## src/rtl/abr_ram_stream_rd.sv

```systemverilog
// Read-side streaming engine: walks a wrap-around word range of a 1R1W RAM and
// presents each word on a valid/ready stream through a 2-entry output FIFO.
module abr_ram_stream_rd #(
    parameter int DEPTH      = 64,
    parameter int DATA_WIDTH = 32,
    localparam int ADDR_WIDTH = $clog2(DEPTH)
) (
    input  logic                  clk_i,
    input  logic                  rst_i,
    input  logic                  start_i,
    input  logic [ADDR_WIDTH-1:0] base_addr_i,
    input  logic [ADDR_WIDTH:0]   num_words_i,
    output logic                  busy_o,
    output logic                  done_o,
    output logic                  ram_re_o,
    output logic [ADDR_WIDTH-1:0] ram_raddr_o,
    input  logic [DATA_WIDTH-1:0] ram_rdata_i,
    output logic                  data_valid_o,
    output logic [DATA_WIDTH-1:0] data_o,
    output logic                  data_last_o,
    input  logic                  data_ready_i
);

    typedef enum logic [1:0] {IDLE, RUN, DONE} state_t;

    localparam logic [ADDR_WIDTH:0]   CNT_ONE   = (ADDR_WIDTH + 1)'(1);
    localparam logic [ADDR_WIDTH-1:0] ADDR_ONE  = ADDR_WIDTH'(1);
    localparam logic [ADDR_WIDTH-1:0] ADDR_LAST = ADDR_WIDTH'(DEPTH - 1);

    state_t                state;
    logic [ADDR_WIDTH-1:0] rd_addr;
    logic [ADDR_WIDTH:0]   issue_cnt;
    logic [ADDR_WIDTH:0]   pop_cnt;
    logic                  inflight;
    logic [DATA_WIDTH-1:0] fifo_mem [2];
    logic                  wr_ptr;
    logic                  rd_ptr;
    logic [1:0]            fifo_occ;
    logic [2:0]            fill;
    logic                  pop;

    // Credits: a pop in this cycle frees a slot for an issue in the same cycle.
    assign pop          = data_valid_o && data_ready_i;
    assign fill         = {1'b0, fifo_occ} + {2'b00, inflight};
    assign ram_re_o     = (state == RUN) && (issue_cnt != '0) && (fill < (3'd2 + {2'b00, pop}));
    assign ram_raddr_o  = rd_addr;

    assign data_valid_o = (fifo_occ != 2'd0);
    assign data_last_o  = data_valid_o && (pop_cnt == CNT_ONE);
    // NOTE: the FIFO storage is not reset; data_o is forced to zero while empty instead.
    assign data_o       = data_valid_o ? fifo_mem[rd_ptr] : '0;

    assign busy_o       = (state == RUN);
    assign done_o       = (state == DONE);

    always_ff @(posedge clk_i) begin
        if (rst_i) begin
            state     <= IDLE;
            rd_addr   <= '0;
            issue_cnt <= '0;
            pop_cnt   <= '0;
            inflight  <= 1'b0;
            wr_ptr    <= 1'b0;
            rd_ptr    <= 1'b0;
            fifo_occ  <= 2'd0;
        end else begin
            inflight <= ram_re_o;
            fifo_occ <= fifo_occ + {1'b0, inflight} - {1'b0, pop};
            if (inflight) begin
                wr_ptr <= ~wr_ptr;
            end
            if (pop) begin
                rd_ptr  <= ~rd_ptr;
                pop_cnt <= pop_cnt - CNT_ONE;
            end
            if (ram_re_o) begin
                issue_cnt <= issue_cnt - CNT_ONE;
                rd_addr   <= (rd_addr == ADDR_LAST) ? '0 : rd_addr + ADDR_ONE;
            end

            case (state)
                IDLE: begin
                    if (start_i) begin
                        rd_addr   <= base_addr_i;
                        issue_cnt <= num_words_i;
                        pop_cnt   <= num_words_i;
                        state     <= (num_words_i == '0) ? DONE : RUN;
                    end
                end
                RUN: begin
                    if (pop && (pop_cnt == CNT_ONE)) begin
                        state <= DONE;
                    end
                end
                DONE:    state <= IDLE;
                default: state <= IDLE;
            endcase
        end
    end

    // Returned read data lands at the FIFO tail; a write during reset is dropped by the cleared occupancy.
    always_ff @(posedge clk_i) begin
        if (inflight) begin
            fifo_mem[wr_ptr] <= ram_rdata_i;
        end
    end

endmodule

```

## config.mk

```make
export PLATFORM = sky130hd
export DESIGN_NAME = abr_ram_stream_rd
export DESIGN_NICKNAME = d
export VERILOG_FILES = /design/src/rtl/abr_ram_stream_rd.sv
export SDC_FILE = /design/constraint.sdc
export NUM_CORES = 1
export LEC_CHECK = 0
export BUFFER_PORTS_ARGS = -buffer_cell sky130_fd_sc_hd__buf_2
export CAP_MARGIN = 20
export CELL_PAD_IN_SITES_DETAIL_PLACEMENT = 0
export CELL_PAD_IN_SITES_GLOBAL_PLACEMENT = 1
export CORE_MARGIN = 2
export CORE_UTILIZATION = 38
export DETAILED_ROUTE_END_ITERATION = 6
export PLACE_DENSITY_LB_ADDON = 0.1
export RECOVER_POWER = 50
export SYNTH_ARGS = -nofsm -noshare
export SYNTH_HDL_FRONTEND = slang
export SYNTH_SLANG_ARGS = --single-unit
```

## constraint.sdc

```tcl
create_clock -name clk_i -period 2.2 [get_ports clk_i]
set_clock_uncertainty 0.15 [all_clocks]
set_input_delay 0.66 -clock clk_i [delete_from_list [all_inputs] [get_ports clk_i]]
set_output_delay 0.66 -clock clk_i [all_outputs]
set_load 0.02 [all_outputs]
```

==> metrics <==
outcome=finished, violations left; failing checks=setup timing; Net Count, Synth=377; Critical Path Stages=5; clock sink count=92; measured slew at the worst slew-check pin=1.151 ns; Vias=2924; synthesized-area fraction occupied by and/or/nand/nor cells=0.1164; count of final hold-check violations=0; Max H-tree Level=3; xor/xnor share of the synthesized area=0.02233; worst setup path class=reg2out; largest net degree at the start of global routing=22; cells taking the most area after synthesis=edfxtp_1 (49%), dfxtp_1 (14%), mux2i_1 (8.2%), nor2_1 (4.4%), ha_1 (2.9%); Gate Count Post-Synth=319; Worst R2R Path Depth=3; CP delay by family, top=flip-flops; Syn Std Cell Area=3923 um2; placed cell count=558; CTS Hold Bufs=0; Routed Antenna Nets=0; final wirelength=9276 um; reg2reg setup slack=0.11 ns; CP cell instances=ha_4 -> ha_4 -> a311o_1 -> nor2_4 -> buf_6; Skew-Pair Late Insertion Delay=0.36 ns; Initial Util=0.3851; Tightest Hold Check Type=in2reg; Synth area leader=edfxtp_1; Seq/Total Area, Yosys=0.6329; Layout Nets=500; die width=105.6 um; Non-Filler Instances=582; predominant post-synthesis flop cell=edfxtp_1; leading cell types in the layout, fill and taps excluded=edfxtp_1 (64), buf_4 (46), buf_2 (43); Root Buffer=clkbuf_8; setup ws final=-0.1766 ns; Synth async-reset ratio=0; power density cells=1121 nW/um2; end of the critical path=ram_re_o; register bit total from synthesis=92; CTS tree=yes; IO Port Bufs=91; R2R Path End=fifo_mem[1][25]$_DFFE_PP_; post-synthesis compound-gate area fraction=0.08900; Max-Cap Viols=0; max-slew violations=0; number of diodes=0; Synth Area per Inst=12.30 um2; crit path buf inv count=1; CP max FO=2; GRT Overall Usage=0.1690; Fmax=0.4208 GHz; register area=2491 um2; Post-synth EDFFs=64; die area=11150 um2; area share of the largest cell type after synthesis=0.4900; leading cell type in the layout, fill and taps excluded=edfxtp_1; Layout area overhead=36.91%; Ys Warns=0; setup TNS=-2.569 ns; DRC violations left=0; GRT overflow=0; multi-input combinational cell area=1459 um2; CP arrival=1.57 ns; Peak VDD IR=0.4584 mV; DRT iter0 DRCs=121; TritonCTS buffer count=9; layout cell share with drive strength beyond 1=0.3453; CP max stage delay=0.34 ns; maximum clock path buffer count=2; Die H=105.6 um; CORE AREA=10180 um2; Critical Path Sink Type=output port; first-pass GRT wire length=14300 um; Row Count=37; power after layout=6.019 mW; relative slew slack=0.2322; Final Critical Period=2.377 ns; CTS clk-pin slew, worst paths=0.09 ns; RR Startpoint=inflight$_SDFF_PP0_; element type at the critical path start=flip-flop; Worst Hold Launch=ram_rdata_i[22]; Final Setup Violations=35; Wirelength per Cell=15.94 um; mux contribution to synthesized area=0.08166; P_leak=1.982 nW; Yosys cell types=39; slowest stage cell, crit path=dfxtp_2; # IOs=92; Via density=5.024; CP most frequent cell=ha_4; area share of fa/ha/maj cells after synthesis=0.02871; estimated wirelength of the detail-placed design=5989 um; Placer Congestion=0.7842; Critical Path RT=1.39 ns; number of fill cells=933; RSZ-0062 raised after global routing=yes; final period utilization=1.080; DR pass1 iterations=4; initial antenna violation count=0; vias in the first global route=2763; Crit. Startpoint=inflight$_SDFF_PP0_; largest family of logic cells by synthesized area=simple AND/OR/NAND/NOR gates
## stage by stage
stage          worst slack (ns)  instance area [um2]  hold slack (ns)  utilization
6_report                -0.1766                 5370           0.3399       0.5273
5_1_grt                 -0.2529                 5370           0.3164       0.5273
4_1_cts                 -0.2537                 5330           0.3180       0.5233
3_5_place_dp           -0.02862                 4763           0.3458       0.4677
3_3_place_gp            0.03153                 4763           0.3354       0.4677
2_1_floorplan          0.002134                 3933           0.2936            -
## kinds of logic (layout without fill, tap and decap cells)
| kind of cell | Yosys count | in the layout |
|---|---|---|
| flip-flops | 92 | 92 |
| AND/OR/NAND/NOR | 92 | 92 |
| AO/OA/AOI/OAI | 55 | 55 |
| multiplexers | 32 | 32 |
| buffers and inverters | 29 | 156 |
| XOR/XNOR | 10 | 10 |
| adder cells (fa/ha/maj) | 9 | 9 |
## layer usage
metal | track usage | share of wire
met5 | 0 | 0
met4 | 0.06861 | 0.011
met2 | 0.2631 | 0.46
met1 | 0.2298 | 0.48
met3 | 0.03649 | 0.044
## repair_timing
action | CTS | global route
endpoints found under the setup margin | 35 | 35
setup buffers | 4 | 0
pin swaps | 2 | 1
resized for setup | 80 | 11
cloned | 4 | 1
endpoints found under the hold margin | 0 | 0
## flip-flops by register name (all words and copies together), names as in the netlist, named ones only
signal / cells
state: 2
inflight: 1
pop_cnt: 7
ram_raddr_o: 6
rd_ptr: 1
fifo_occ: 2
wr_ptr: 1
issue_cnt: 7
fifo_mem: 64
## layout make-up
| cell class | instances | share of cell area |
|---|---|---|
| well taps | 136 | 0.03169 |
| flip-flops and latches | 92 | 0.4639 |
| inverters | 13 | 0.009087 |
| clock buffers | 10 | 0.02377 |
| clock inverters | 5 | 0.01002 |
| multi-input cells | 198 | 0.2717 |
| repair buffers | 128 | 0.1899 |
## power by group
group          internal (mW)  switching (mW)
Combinational           1.36            1.41
Sequential              2.02           0.142
Clock                  0.514           0.572
## cell usage after synthesis (5+ instances only)
| library cell | n |
|---|---|
| edfxtp_1 | 64 |
| inv_1 | 12 |
| a21oi_1 | 11 |
| a31oi_1 | 7 |
| nor2_1 | 46 |
| o21ai_0 | 16 |
| clkbuf_1 | 9 |
| mux2i_1 | 32 |
| nor3_1 | 8 |
| nand3_1 | 7 |
| dfxtp_1 | 28 |
| xnor2_1 | 8 |
| ha_1 | 9 |
| nand2_1 | 5 |
| nor4_1 | 5 |
## worst min path at each step
| stage | to | cells past startpoint |
|---|---|---|
| floorplan | state[1]$_SDFFE_PP0P_ | 1 |
| global placement | state[1]$_SDFFE_PP0P_ | 1 |
| detailed placement | state[1]$_SDFFE_PP0P_ | 1 |
| CTS | fifo_mem[0][5]$_DFFE_PP_ | 1 |
| global route | fifo_mem[1][22]$_DFFE_PP_ | 1 |
| finish | fifo_mem[1][22]$_DFFE_PP_ | 1 |
(Power assumes the default switching activity.)
